<file path="src/rtl/cordic_scheduler_pkg.sv">
// cordic_scheduler_pkg: shared FSM type, requester count, data width and default watchdog limit
package cordic_scheduler_pkg;
    localparam int NREQ = 2;
    localparam int DW = 32;
    localparam int DEF_TIMEOUT = 64;
    typedef enum logic [1:0] {S_IDLE, S_ISSUE, S_WAIT, S_RESP} state_e;
endpackage

</file>
<file path="src/rtl/cordic_scheduler_arb.sv">
// rr_arbiter2: two-way round-robin grant, pointer remembers the last requester served
module rr_arbiter2
    import cordic_scheduler_pkg::*;
(
    input  logic            clk,
    input  logic            reset,
    input  logic [NREQ-1:0] req,
    input  logic            ack,
    output logic [NREQ-1:0] gnt
);
    logic last_q, last_d;
    always_comb begin
        gnt = (req == 2'b11) ? (last_q ? 2'b01 : 2'b10) : req;
        last_d = ack ? gnt[1] : last_q;
    end
    // last_q resets to 1 so requester 0 wins the first contention
    always_ff @(posedge clk) last_q <= reset ? 1'b1 : last_d;
endmodule

</file>
<file path="src/rtl/cordic_scheduler.sv">
// cordic_scheduler: shares one CORDIC engine between two requesters with a watchdog on the engine wait
module cordic_scheduler
    import cordic_scheduler_pkg::*;
#(
    parameter int TIMEOUT_CYC = DEF_TIMEOUT
) (
    input  logic              clk,
    input  logic              reset,
    input  logic [NREQ-1:0]   req_valid,
    output logic [NREQ-1:0]   req_ready,
    input  logic [2*DW-1:0]   req_angle,
    input  logic [NREQ-1:0]   req_cos,
    output logic [NREQ-1:0]   rsp_valid,
    input  logic [NREQ-1:0]   rsp_ready,
    output logic [DW-1:0]     rsp_data,
    output logic              rsp_err,
    output logic              eng_start,
    output logic [DW-1:0]     eng_dataa,
    output logic              eng_cos,
    input  logic              eng_done,
    input  logic [DW-1:0]     eng_result
);
    state_e          state_q, state_d;
    logic            owner_q, owner_d;
    logic            cos_q, cos_d;
    logic            err_q, err_d;
    logic [DW-1:0]   angle_q, angle_d;
    logic [DW-1:0]   data_q, data_d;
    logic [7:0]      cnt_q, cnt_d;
    logic [NREQ-1:0] gnt;
    logic            hs;

    rr_arbiter2 u_arb (.clk(clk), .reset(reset), .req(req_valid), .ack(hs), .gnt(gnt));

    assign req_ready = (state_q == S_IDLE && !reset) ? gnt : '0;
    assign hs = |(req_valid & req_ready);
    assign eng_start = state_q == S_ISSUE;
    assign eng_dataa = angle_q;
    assign eng_cos = cos_q;
    assign rsp_valid = (state_q == S_RESP) ? (owner_q ? 2'b10 : 2'b01) : 2'b00;
    assign rsp_data = data_q;
    assign rsp_err = state_q == S_RESP && err_q;

    always_comb begin
        state_d = state_q;
        owner_d = owner_q;
        angle_d = angle_q;
        cos_d = cos_q;
        data_d = data_q;
        err_d = err_q;
        cnt_d = cnt_q;
        case (state_q)
            S_IDLE: if (hs) begin
                state_d = S_ISSUE;
                owner_d = gnt[1];
                angle_d = gnt[1] ? req_angle[2*DW-1:DW] : req_angle[DW-1:0];
                cos_d = req_cos[gnt[1]];
            end
            S_ISSUE: begin
                state_d = S_WAIT;
                cnt_d = '0;
            end
            S_WAIT: begin
                cnt_d = cnt_q + 8'd1;
                // a done strobe in the final watchdog cycle still wins
                if (eng_done) begin
                    state_d = S_RESP;
                    data_d = eng_result;
                    err_d = 1'b0;
                end else if (cnt_d == 8'(TIMEOUT_CYC)) begin
                    state_d = S_RESP;
                    data_d = '0;
                    err_d = 1'b1;
                end
            end
            S_RESP: if (rsp_ready[owner_q]) state_d = S_IDLE;
            default: state_d = S_IDLE;
        endcase
    end

    always_ff @(posedge clk) begin
        if (reset) begin
            state_q <= S_IDLE;
            owner_q <= 1'b0;
            angle_q <= '0;
            cos_q <= 1'b0;
            data_q <= '0;
            err_q <= 1'b0;
            cnt_q <= '0;
        end else begin
            state_q <= state_d;
            owner_q <= owner_d;
            angle_q <= angle_d;
            cos_q <= cos_d;
            data_q <= data_d;
            err_q <= err_d;
            cnt_q <= cnt_d;
        end
    end
endmodule

</file>
<file path="config.mk">
export PLATFORM = sky130hd
export DESIGN_NAME = cordic_scheduler
export DESIGN_NICKNAME = d
export VERILOG_FILES = /design/src/rtl/cordic_scheduler_pkg.sv /design/src/rtl/cordic_scheduler_arb.sv /design/src/rtl/cordic_scheduler.sv
export SDC_FILE = /design/constraint.sdc
export NUM_CORES = 1
export LEC_CHECK = 0
export ABC_AREA = 1
export BUFFER_PORTS_ARGS = -buffer_cell sky130_fd_sc_hd__buf_4
export CAP_MARGIN = 10
export CORE_MARGIN = 2
export CORE_UTILIZATION = 35
export DETAILED_ROUTE_END_ITERATION = 10
export PLACE_DENSITY = 0.6
export SLEW_MARGIN = 30
export SYNTH_ARGS = -nofsm -noshare
export SYNTH_HDL_FRONTEND = slang
export SYNTH_HIERARCHICAL = 1
export SYNTH_SLANG_ARGS = --single-unit
export TNS_END_PERCENT = 5
</file>
<file path="constraint.sdc">
create_clock -name clk -period 4.3 [get_ports clk]
set_input_delay 0.43 -clock clk [delete_from_list [all_inputs] [get_ports clk]]
set_output_delay 0.43 -clock clk [all_outputs]
set_load 0.01 [all_outputs]
</file>
; After elaboration in Yosys (flattened, before gate mapping)
; Index checks and enable logic that the tools add are counted.
[op_classes]
magnitude_cmp = 2
n_eq_ne = 8
mux = 20
n_reduce_logical = 10
n_addsub = 1
n_bitwise = 1
[op_table]
columns = operator, count
row1 = $mux W32, 3
row2 = $mux W2, 9
row3 = $pmux W8 S2, 1
row4 = $add A8 B1 Y8 const B, 1
row5 = $eq A8 B7 Y1 const B, 1
row6 = $pmux W2 S4, 1
row7 = $eq A2 B2 Y1 const B, 3
row8 = $mux W1, 6
row9 = $lt A1 B2 Y1 const B, 2
row10 = $ne A2 B1 Y1 const B, 2
row11 = $reduce_and A2 Y1, 2
row12 = $reduce_bool A2 Y1, 2
row13 = $ne A3 B3 Y1 const B, 1
row14 = $reduce_and A3 Y1, 1
row15 = $and A2 B2 Y2, 1
row16 = $eq A2 B1 Y1 const B, 1
row17 = $logic_and A1 B1 Y1, 2
row18 = $logic_not A2 Y1, 1
row19 = $reduce_or A2 Y1, 1
row20 = $logic_not A1 Y1, 1
[totals]
regBits = 78
output_inout_bits = 71
elab_cells = 50
input_bits = 105

; Depth between registers and ports, before layout
; Gate-level depths: netlist (run 1).
[depth]
ltp_word = 7
depth_mapped = 12
ltp_nobuf = 11

; Hierarchy
; Netlist (run 1), hierarchy kept.
[modules_own_cells]
columns = module, area_each_um2, seq_area_each_um2, cells_each, n_inst
row1 = cordic_scheduler, 3570.9, 1541.5, 486, 1
row2 = rr_arbiter2, 58.8, 20.0, 9, 1

; Least setup slack after synthesis (run 1)
; No wires, ideal clock.
[synth_timing]
kind = input port to output port
start = input port req_valid[0]
end = output port req_ready[1]
required_ns = 3.870
n_path_buf = 3
setup_slack_ns = 2.396
path_stages = 6
arrival_time_ns = 1.474
cell_sequence = nand2_1 -> and2_1 -> clkbuf_1 -> buf_2 -> buf_1 -> and3_1
[synth_between]
elab_chain_cells = 3
[synth_rtl]
columns = item, line
row1 = "start, declared", cordic_scheduler.sv:9  ; input logic [NREQ-1:0] req_valid,
row2 = $eq A2 B2 Y1, cordic_scheduler_arb.sv:13  ; gnt = (req == 2'b11) ? (last_q ? 2'b01 : 2'b10) : req;
row3 = $mux W2, cordic_scheduler_arb.sv:13
row4 = via gnt[1], cordic_scheduler.sv:30  ; logic [NREQ-1:0] gnt;
row5 = $mux W2, cordic_scheduler.sv:35  ; assign req_ready = (state_q == S_IDLE && !reset) ? gnt : '0;
row6 = "end, declared", cordic_scheduler.sv:10  ; output logic [NREQ-1:0] req_ready,
; The timed path passes the listed nets, and every way through them passes these cells.

; Worst setup path after layout (run 1)
[layout_timing]
start = input port reset
end = register angle_q[13], in the netlist eng_dataa[13]
[layout_between]
elab_chain_cells = 6
[layout_rtl]
columns = item, line
row1 = "start, declared", cordic_scheduler.sv:8  ; input logic reset,
row2 = $logic_not A1 Y1, cordic_scheduler.sv:35
row3 = $logic_and A1 B1 Y1, cordic_scheduler.sv:35
row4 = $mux W2, cordic_scheduler.sv:35
row5 = $and A2 B2 Y2, cordic_scheduler.sv:36  ; assign hs = |(req_valid & req_ready);
row6 = $reduce_or A2 Y1, cordic_scheduler.sv:36
row7 = $reduce_and A2 Y1 (no source line), -
row8 = "end signal, assigned", cordic_scheduler.sv:93  ; angle_q <= angle_d;
row9 = "end, declared", cordic_scheduler.sv:27  ; logic [DW-1:0] angle_q, angle_d;
; Several ways; a longest one is shown, not always the timed one.
; A chain may end at the register's enable or synchronous reset.

==> summary by stage, run 1 <==
Timing
For the pin with the worst max-slew slack, the measured transition is about 760 ps. Setup violations remaining at the end of the flow were counted as 0. After routing, the total negative slack on setup checks comes to 0 ps. For the finished layout, the period the worst path requires is ~2300 ps. The final hold violation count is 0. The relative slew slack is 49.2%.

The final critical path takes up roughly 53% of the cycle. Timing would allow up to between 400 and 500 MHz. The final count of pins violating max slew is 0.

Setup repair after global routing left no endpoint under its margin. The maximum clock skew at final layout is approximately 11 ps.

Global route
Entering global routing, the biggest net connects 69 pins. The total overflow left after global routing is 0. The number of antenna violations at the first check in global routing is 0. Global routing consumed, over all layers together, between 10% and 20% of the routing resources.

The first-pass GRT wire length is 16.5 mm. The via count of the first global-routing pass came to 3,590.

Floorplan
The chip width is approximately 110 µm. Once the floorplan was initialized, standard cells occupied a little over a third of the core. The I/O pin count is about 180. The floorplan has 37 rows. The die covers ~0.011 mm².

Measured along the y axis, the die boundary spans ~110 µm. The core area is 0.0102 mm².

Placement
The weighted congestion at the end of routability-driven global placement is slightly below 0.8. The half-perimeter wire length after detailed placement is 7.36 mm. During placement, the flow inserted port buffers numbering 175.

Route
The post-detailed-route DRC marker count is 0. The remaining number of nets flagged by the antenna check after routing is 0. The detailed router's first-iteration violation count is between 100 and 150.

After detailed routing, the number of vias per cell comes to around 4.7. The number of detailed-routing iterations run before antenna repair is 7. The detailed router placed roughly 3,700 vias in this run.

In the final routed layout, each cell accounts on average for approximately 13 µm. The aggregate routed wire length is between 10 and 15 mm.

Clock tree
In this run the number of H-tree levels came out at 3. The number of buffers created by CTS is 9. The clock insertion delay at the later pin of the skew report is 350 ps. Buffers added to address setup during post-CTS repair amount to 0. The hold buffer count at cts is 0.

The number of clock sinks is between 70 and 80. No sink is reached through more buffers than the 2 on the longest clock path. The master cell of the clock root buffer is clkbuf_8. The clock-pin transition on the worst setup and hold timing paths is 90 ps.

TritonCTS built the clock tree. Post-CTS repair changed the size of 0 cells.

Power
The power share of the clock group is between 20 and 30%. The internal power is ~1.4 mW. In this run the power spent charging and discharging nets is 649 µW. In this run the static leakage power is about 2.4 nW. VDD sags by at most ~0.17 mV. Of the total power, the share spent switching nets is a little under a third. The combinational group share of total power is a little under 30%. Dividing total power by cell area gives a power density of 399 mW/mm². The sequential share of power is between 40% and 50%.

Logic synthesis
The most common cell in the synthesized netlist is a21oi_1. In the synthesized netlist the dominant register cell turns out to be dfxtp_1. The mapped cell area is roughly 0.0036 mm². By area the synthesized netlist is led by dfxtp_1 43%, a21oi_1 14%, nand2_1 6.9%.

The fraction of registers with async set/reset is 0%. After synthesis, the largest area contributor takes up a little over two fifths of total cell area. After technology mapping, the gate count stands at a little under 500.

The commonest cells after synthesis are 104 x a21oi_1, 78 x dfxtp_1, 67 x nand2_1. The register area share after synthesis is between 40% and 50%. Synthesis inferred 78 register bits. In this run, synthesis inferred 0 flip-flops with an integrated enable. The distinct cell type count after synthesis is 29. Each instance of the synthesized netlist takes up on average around 7.3 µm². Of all cell types, the one taking the most synthesized area is dfxtp_1. The number of nets handed over by synthesis was 607. During synthesis, Yosys emitted a total of 6 warnings.

Worst setup path
The kind of end point of the critical path is a flop. STA puts the critical path data arrival time at around 2600 ps. The data required time of the worst path is ~4600 ps.

By startpoint and endpoint, the worst setup path is classified as input pin to flop. The startpoint class of the critical path is an input pin. The largest fanout on the critical path is 42.

Cells and area
The growth of design area from synthesis to finish is 42.5%. The final layout contains 763 nets. The core occupancy in the finished layout is 50.8%.

The layout filler cell count is ~1,000. Of the cells placed in the final design, the portion with a size suffix greater than 1 is between 30% and 40%. The repair_antennas step left the layout with diodes totalling 0.

Run
The count of maximum capacitance violations is 0.

Run status
The flow ran to the end, and the final reports show no timing, DRC or antenna violations.

Worst hold path
The class of the tightest hold or removal check is input pin to flop.
cells by family after synthesis:
logic type	synth area share [%]
flops	43.0
fa+ha+maj	2.41
buf+inv	10.9
compound gates	21.7
simple gates	22.0
critical path: stages:
cell and delay (ps):
buf_4 260, inv_2 500, nand4_1 190, nand2_2 450
buf_4 410, o21ai_0 130, a21oi_1 160
power groups by stage:
stage                     logic [mW]  registers (mW)  clock network, mW
final                          0.600           0.875              0.590
after detailed placement       0.604           0.890                  0
after global placement         0.593           0.890                  0
after CTS                      0.606           0.876              0.609
after global routing           0.671           0.889              0.638
after floorplan                0.290           0.921                  0
worst paths after layout:
kind	start	end	slack (ps)	cells past startpoint
max	reset	eng_dataa[13]	2020	7
max reg2reg	state_q[0]	rsp_data[23]	2040	6
min reg2reg	rsp_data[19]	rsp_data[19]	480	2
min	eng_result[9]	rsp_data[9]	340	3
metrics by stage:
step	std cells	setup slack, ps	power, mW	hold WS, ps	instance area [µm²]
after floorplan	495	2400	1.21	448	3630
after global routing	792	1780	2.20	325	5170
after global placement	776	1430	1.48	462	4960
final	792	2020	2.06	336	5170
after CTS	792	1660	2.09	320	5170
after detailed placement	776	1280	1.49	469	4960
area by class of cell:
cell class,count,area (µm²),area share (%)
clock buffers,10,128,2.47
clock inverters,6,86.3,1.67
inverters,59,221,4.28
multi-input cells,326,1680,32.4
flip-flops and latches,78,1560,30.2
well taps,136,170,3.29
repair buffers,177,1330,25.7
per-layer routing:
layer / GRT usage (%) / vias up / share of wire [%]
met5: 0 / - / 0
met4: 6.58 / 0 / 1.9
met3: 5.69 / 13 / 6.8
met2: 31.9 / 116 / 50
met1: 20.7 / 1681 / 41
li1: - / 1937 / -
cell usage in the layout, fill, tap and decap left out, types with 5 or more instances in the layout:
| master | Yosys | layout |
|---|---|---|
| buf_4 | 1 | 177 |
| a21oi_1 | 104 | 104 |
| dfxtp_1 | 78 | 78 |
| nand2_1 | 67 | 66 |
| inv_1 | 58 | 56 |
| nor2_1 | 41 | 41 |
| nand3_1 | 39 | 39 |
| o21ai_0 | 35 | 35 |
| nand3_2 | 9 | 9 |
| clkbuf_8 | 0 | 9 |
| ha_1 | 7 | 7 |
| a21oi_2 | 5 | 5 |
sequential cells by signal, summed over array words and instances, names as in the netlist:
signal and cells:
rsp_data 32, cnt_q 8, u_arb/last_q 1, err_q 1, eng_cos 1, owner_q 1, state_q 2, eng_dataa 32
(Power assumes the default switching activity.)
==> inputs of run 2 (changes only) <==
==> constraint.sdc (replaced) <==
create_clock -name clk -period 2.4 [get_ports clk]
set_input_delay 0.24 -clock clk [delete_from_list [all_inputs] [get_ports clk]]
set_output_delay 0.24 -clock clk [all_outputs]
set_load 0.01 [all_outputs]
==> run 2 against run 1 <==
Worst setup slack got worse by 1500 ps. Worst hold slack got worse by 210 ps. Sequential share of layout area decreased by 0.28 points. Non-clock buffer count increased by 6. Total power increased by 78%. Largest cell class unchanged. Largest power group unchanged. Highest routed layer unchanged.
==> summary by stage, run 2 (synthesis gave the netlist of run 1 again) <==
Run status
The run finished with clean final reports.

Clock tree
The TritonCTS clock tree is done. After clock tree synthesis, the clock-pin slew on the worst setup and hold paths is 100 ps. The number of H-tree levels is 3. Clock latency on the worst-skew pair, taken at its later pin, is 360 ps. Gates resized during post-CTS repair numbered 0. The root buffer cell chosen for the clock tree is clkbuf_8. Counting along the longest clock path gives a buffer depth of 2. The number of clock sinks is a little under 80. The number of buffers created by CTS is 9. Hold repair after CTS inserted 0 buffers. Once the clock tree was built, the setup fixing pass inserted 0 buffers.

Power
Dividing total power by cell area gives a power density of about 710 mW/mm². In this run, the combinational gates consume between 20 and 30% of the power. The analysis attributes to cell leakage a power of approximately 2.5 nW.

Of the total power, registers draw approximately 43%. The power spent charging and discharging nets is about 1.2 mW. The maximum VDD drop is between 0.3 and 0.4 mV. The internal power is 2.46 mW. The switching share of power is between 30% and 40%. The power share of the clock group is about 28%.

Global route
The number of antenna violations at the first check in global routing is 0. The total overflow left after global routing is 0. The global routing usage summed across all routing layers is approximately 18%.

The first-pass GRT wire length is 16.8 mm. Entering global routing, the biggest net connects 70 pins. The via count of the first global-routing pass is about 3,600.

Route
The count of nets left with antenna violations once routing finished came out at 0. For this block, the initial DRC count from the detailed router was between 100 and 150. The number of vias per cell is roughly 4.7. After detailed routing, the average wire length per cell comes to about 13 µm. The number of detailed-routing iterations run before antenna repair is 4. The detailed router placed roughly 3,800 vias in this run.

The final layout contains routed wiring with a total length of between 10 and 15 mm. The post-detailed-route DRC marker count is 0.

Timing
The aggregate negative setup slack is 0 ps. The total setup violations reported at the end of the flow is 0. Measured against its own limit, the worst slew margin works out to roughly two thirds. Dividing the final minimum period by the clock period gives around four fifths. The measured slew at the worst slew-check pin is 496 ps. The final count of pins violating max slew was 0. Across the routed clock network, the largest skew measured is about 16 ps. The final hold violation count came to 0.

The minimum clock period is 1880 ps. Setup repair after global routing left no endpoint under its margin. Timing would allow up to approximately 530 MHz.

Cells and area
At the end of the flow the core is filled with cells to around half. The commonest non-fill, non-tap cell in the layout is buf_4. The repair_antennas step left the layout with diodes totalling 0. In the final layout, the share of cells above drive strength 1 is between 30 and 40%. The final cell area excluding filler cells is 0.00522 mm². The top cell types in the final layout, fill and taps aside, are 182 x buf_4, 104 x a21oi_1, 78 x dfxtp_1, 66 x nand2_1, 58 x inv_1.

The growth of design area from synthesis to finish is 43.8%. The count of cells in the finished layout, fillers not included, comes to approximately 800. The layout net count is roughly 770.

Placement
The placed instances occupy a cell area of 0.00502 mm². Summed over all nets, the half-perimeter wirelength after detailed placement is about 7.3 mm. The weighted congestion at the end of routability-driven global placement is around 0.80. After detailed placement, the design holds a cell count of 782. The count of input and output buffers is about 180.

Worst setup path
The critical path start-end classification is flop to flop. The largest fanout on the critical path is 33. The cell count of the worst reg-to-reg path is 10. The setup slack on the worst flop-to-flop path is just over 500 ps.

STA classifies the critical path endpoint as a flop. The data arrival time of the critical path is approximately 2200 ps. For the worst setup path, the data required time is ~2700 ps.

The endpoint of the worst register-to-register path is rsp_data[2]. The startpoint identified for the worst register-to-register timing path is cnt_q[1]. STA classifies the critical path startpoint as a flop.

Worst hold path
The class of the tightest hold or removal check is input pin to flop. The destination of the worst hold path is rsp_data[11]. In this run the most critical hold path is launched from eng_result[11]. The worst hold path passes through 3 cells.

Floorplan
The floorplan has 37 rows. The I/O pin count is between 150 and 200. In this run the vertical extent of the chip is 106 µm. The die covers between 0.01 and 0.015 mm². The starting density of the core is 35.6%. The chip width is between 100 and 150 µm. The core region is a little over 0.01 mm².

Run
The count of maximum capacitance violations is 0.
[run 2: cell types whose count changed in the layout (fill, tap and decap cells not counted), sizes merged]
cell / before / now
buf: 177 / 183
bufinv: 2 / 1
clkbuf: 10 / 9
clkinv: 4 / 1
clkinvlp: 1 / 3
inv: 58 / 61
[run 2: metrics by stage]
| step | hold slack, ps | worst slack, ps | total power, mW |
|---|---|---|---|
| after floorplan | 328 | 805 | 2.17 |
| after global placement | 463 | 617 | 2.66 |
| after CTS | 118 | 512 | 3.72 |
| final | 128 | 518 | 3.68 |
| after detailed placement | 469 | 526 | 2.68 |
| after global routing | 110 | 333 | 3.93 |
[run 2: worst max-delay path by stage]
stage               startpoint           end  slack [ps]
detailed placement    cnt_q[1]   rsp_data[2]         530
floorplan             cnt_q[1]  rsp_data[20]         810
global route          cnt_q[1]  rsp_data[29]         330
CTS                   cnt_q[1]   rsp_data[2]         510
finish                cnt_q[1]   rsp_data[2]         520
global placement      cnt_q[1]  rsp_data[13]         620
[run 2: metal layers]
| layer | track usage, % | wire (µm) | vias up |
|---|---|---|---|
| li1 | - | - | 1953 |
| met1 | 22.1 | 4290 | 1699 |
| met2 | 30.3 | 4790 | 112 |
| met3 | 6.37 | 777 | 20 |
| met4 | 6.67 | 229 | 0 |
| met5 | 0 | 0 | - |
[run 2: cell type report]
| type | instances | area, µm² |
|---|---|---|
| fill | 1006 | 4960 |
| multi-input combinational | 326 | 1680 |
| sequential | 78 | 1560 |
| timing repair buffer | 183 | 1390 |
| inverter | 59 | 221 |
| tap | 136 | 170 |
| clock buffer | 9 | 124 |
| clock inverter | 7 | 81.3 |
[run 2: worst max-delay path, stage by stage, from the launching register on]
cell     delay [ps]
dfxtp_1         410
ha_1            230
nand2_2          90
inv_1           100
nand3_1          90
nand3_1         100
nor2_2           60
nand4_4          70
buf_4           370
nand3_1         130
a21oi_1         150
[run 2: power by group through the flow]
stage | logic [mW] | registers, mW | clock network, mW
2_1_floorplan | 0.519 | 1.65 | 0
3_5_place_dp | 1.09 | 1.59 | 0
6_report | 1.08 | 1.57 | 1.03
3_3_place_gp | 1.08 | 1.59 | 0
4_1_cts | 1.09 | 1.57 | 1.06
5_1_grt | 1.22 | 1.59 | 1.12
==> inputs of run 3 (changes only) <==
--- a/config.mk
+++ b/config.mk
@@ -5,13 +5,13 @@
 export SDC_FILE = /design/constraint.sdc
 export NUM_CORES = 1
 export LEC_CHECK = 0
-export ABC_AREA = 1
+export ABC_AREA = 0
 export BUFFER_PORTS_ARGS = -buffer_cell sky130_fd_sc_hd__buf_4
 export CAP_MARGIN = 10
 export CORE_MARGIN = 2
 export CORE_UTILIZATION = 35
 export DETAILED_ROUTE_END_ITERATION = 10
-export PLACE_DENSITY = 0.6
+export PLACE_DENSITY = 0.62
 export SLEW_MARGIN = 30
 export SYNTH_ARGS = -nofsm -noshare
 export SYNTH_HDL_FRONTEND = slang
==> constraint.sdc (replaced) <==
create_clock -name clk -period 2 [get_ports clk]
set_input_delay 0.2 -clock clk [delete_from_list [all_inputs] [get_ports clk]]
set_output_delay 0.2 -clock clk [all_outputs]
set_load 0.01 [all_outputs]
==> run 3 against run 2 <==
Sequential share of layout area is 1.6 points higher. Clock-buffer cell count is 2 higher. Largest power group unchanged. Routed wire length decreased by 17%. Sequential power rose by 20%. Clock power grew 19%. Largest cell class unchanged.
==> summary by stage, run 3 <==
Floorplan
The number of rows in the core area is 35. The floorplan step defined a die boundary enclosing between 0.01 and 0.015 mm². The starting density of the core is between 30 and 40%. The chip width is ~100 µm. The core area is about 0.009 mm². The vertical die dimension is approximately 100 µm. The I/O pin count is around 180.

Logic synthesis
Synthesis inferred 78 register bits. The most common flop cell mapped by yosys is dfxtp_1. Summing the areas of all xor and xnor instances in the mapped netlist gives 0.269% of the synthesized area.

Among all cell types in the netlist, the one instantiated most often is dfxtp_1. In the synthesized netlist, the number of instances is between 300 and 400. The register area share after synthesis is ~48%. The main combinational cell family by area after synthesis is compound AO/OA/AOI/OAI gates. Summing the areas of all and, or, nand and nor instances in the mapped netlist gives between 10% and 20% of the synthesized area.

The Yosys step of the flow raised 6 warnings. The synthesized design contains 0 enable-type register cells. The mapped cell area is between 0.003 and 0.004 mm². The synthesized netlist devotes 21.3% of its cell area to compound gates. Of the post-synthesis cell area, the part taken by muxes is between 10 and 15%.

The synthesized netlist devotes around 2.7% of its cell area to adder and majority cells. Averaged over all synthesized cells, the footprint is ~10 µm². The synthesized design spends more area on one cell type than any other, namely dfxtp_1.

The netlist uses 35 different library cells. The proportion of netlist area held by the largest area contributor is 47.9%. Counting every net in the synthesized netlist gives around 440. By area the synthesized netlist is led by dfxtp_1 48%, mux2i_1 11%, a22o_1 8.6%.

For this run, asynchronously set or reset flops after synthesis account for 0%. In the synthesized netlist, the cells that appear most often are 78 x dfxtp_1, 43 x nor2_1, 37 x mux2i_1.

Clock tree
The number of H-tree levels is 3. The clock insertion delay at the later pin of the skew report is 330 ps. The number of buffers created by CTS is 9. For this design, the CTS-stage hold fixing added 0 buffers. The TritonCTS clock tree is done. The clock-pin transition on the worst setup and hold timing paths is 90 ps. The longest clock path from root to sink contains 2 buffers. The master cell of the clock root buffer is clkbuf_8. The number of clock sinks is 78.

Timing
At the pin with the least slew margin, the transition time is about 550 ps. The worst path meets setup with 126 ps of slack. The relative slew slack is between 60% and 70%.

Setup repair after global routing left no endpoint under its margin. The final count of pins violating max slew is 0. The worst path uses 93.7% of the clock period. The final hold violation count is 0. The worst hold margin is 58.0 ps. The aggregate negative setup slack is 0 ps.

Setup violations remaining at the end of the flow were counted as 0. The smallest clock period supported by the final layout is computed as about 1900 ps. The maximum operating frequency is 534 MHz. The maximum clock skew at final layout is between 10 and 15 ps.

Route
The remaining number of nets flagged by the antenna check after routing is 0. Detailed routing inserted a total of 3,005 vias. Summed over all layers, the routed wires come to 8.39 mm. Dividing the detail-routed wire length by the instance count gives between 10 and 15 µm. The first detailed-routing pass ran for 5 iterations. The post-detailed-route DRC marker count is 0.

The detailed router finished its first iteration with 66 violations. In the routed layout, each cell is associated on average with a via count of 4.86.

Global route
For this run, the total global-route usage over all layers was measured as between 10% and 20%. The total overflow left after global routing is 0. The first-pass GRT wire length is about 13 mm. The maximum number of pins on one net before global-route repair is 59. The number of antenna violations at the first check in global routing was 0. The via count of the first global-routing pass is ~2,700.

Cells and area
The count of inserted antenna diode cells is 0. The final cell area excluding filler cells is between 0.004 and 0.005 mm². Cells fill between 50 and 60% of the core in the end.

The commonest non-fill, non-tap cell in the layout is buf_4. After the last flow step, the layout net total stands at just over 600. In the final layout, the share of cells above drive strength 1 is a little over two fifths. In the layout the commonest cells are 184 x buf_4, 77 x dfxtp_1, 43 x nor2_1, 37 x mux2i_1, 34 x a211oi_1.

Compared with the post-synthesis result, the final layout area differs by 52.3%.

Worst setup path
STA puts the critical path data required time at between 2000 and 2500 ps. The largest fanout on the critical path is 32. The endpoint identified for the worst register-to-register timing path is rsp_data[24]. The startpoint class of the critical path is a flop. The worst setup path is captured at a flop. The data arrival time of the critical path is 2090 ps. In this design, the stage delay of the slowest critical-path cell is between 300 and 400 ps. The cell count of the worst reg-to-reg path is 8.

The critical path start-end classification is flop to flop. The setup slack on the worst flop-to-flop path is around 130 ps. The signal on the critical path passes through ha_2 -> and3_1 -> buf_4 -> a31oi_1 -> o31ai_2 -> a21oi_2 -> buf_12 -> a22o_1. The beginning of the worst register-to-register path is cnt_q[0]. The critical-path cell with the highest stage delay is dfxtp_2.

Power
The static leakage is 2.22 nW. Sequential cells burn a little over 40% of the power. The power spent charging and discharging nets is approximately 1.4 mW. Per report_power, the clock group accounts for 26.7% of the total. The maximum VDD drop is approximately 0.43 mV. The share of total power dissipated in combinational logic is between 30% and 40%. The power density of the placed cells is approximately 930 mW/mm². Net switching is 30.9% of the power. The internal power is 3.18 mW.

Placement
The post-placement cell area is between 0.004 and 0.005 mm². The weighted congestion at the end of routability-driven global placement is roughly 0.9. The count of input and output buffers is 175. Detailed placement ended at an HPWL of 6.24 mm. The pre-CTS worst setup slack is approximately 140 ps.

Worst hold path
The worst hold path terminates at err_q. The cell depth of the worst min-delay path is 2. The worst min-delay path startpoint is eng_done. The tightest min-delay check is of the input pin to flop type.

Run
The tool flagged a number of max-cap violations equal to 0.

Run status
The run finished with clean final reports.
run 3: changes by cell type after synthesis, sizes merged, moves of 4 or more:
cell and change:
nor3 +9, nand3 -44, nor2b +4, clkbuf -9
mux2i +37, inv -53, o21ai -30, a21oi -101
a211oi +34, nand4 -4, a22o +32, nand2 -62
nand2b +6
run 3: cell families after synthesis:
group	Yosys count
flip-flops	78
multiplexers	37
adder cells (fa/ha/maj)	7
buffers and inverters	31
AND/OR/NAND/NOR	85
XOR/XNOR	1
AO/OA/AOI/OAI	91
run 3: worst max-delay path by stage:
stage | startpoint | to | slack [ps] | cells after the start
after detailed placement | cnt_q[0] | rsp_data[16] | 140 | 8
final | cnt_q[0] | rsp_data[24] | 130 | 8
after CTS | cnt_q[0] | rsp_data[24] | 110 | 8
after global routing | cnt_q[1] | rsp_data[3] | 6 | 8
after floorplan | cnt_q[0] | rsp_data[0] | 160 | 8
after global placement | cnt_q[0] | rsp_data[11] | 180 | 8
run 3: what timing repair did:
item                                    4_1_cts  5_1_grt
endpoints found under the hold margin         0        0
endpoints found under the setup margin        0       32
gates resized for setup                       0        3
setup buffers                                 0        2
run 3: area by class of cell:
class	instances	area, µm²
fill	813	4190
multi-input combinational	221	1590
sequential	78	1560
timing repair buffer	187	1440
clock buffer	11	151
tap	111	139
clock inverter	5	65.1
inverter	5	18.8
run 3: critical path, delay by kind of cell, from the launching register on:
| kind | cells | cell delay (ps) |
|---|---|---|
| compound gates | 4 | 710 |
| simple gates | 1 | 200 |
| buf+inv | 2 | 310 |
| fa+ha+maj | 1 | 190 |
| flops | 1 | 340 |
run 3: power groups by stage:
stage	Clock [mW]	Combinational, mW	Sequential, mW
5_1_grt	1.36	1.65	1.92
2_1_floorplan	0	0.747	1.99
6_report	1.23	1.48	1.89
4_1_cts	1.28	1.50	1.89
3_5_place_dp	0	1.50	1.92
3_3_place_gp	0	1.48	1.92
run 3: metrics by stage:
step | instances | power [mW]
2_1_floorplan | 330 | 2.74
3_3_place_gp | 600 | 3.39
3_5_place_dp | 600 | 3.42
4_1_cts | 616 | 4.67
5_1_grt | 618 | 4.93
6_report | 618 | 4.60
run 3: routing by layer:
| layer | wire length [µm] | GRT usage (%) |
|---|---|---|
| met2 | 3730 | 25.1 |
| met3 | 850 | 6.31 |
| met4 | 52 | 6.01 |
| met1 | 3760 | 20.8 |
| met5 | 0 | 0 |
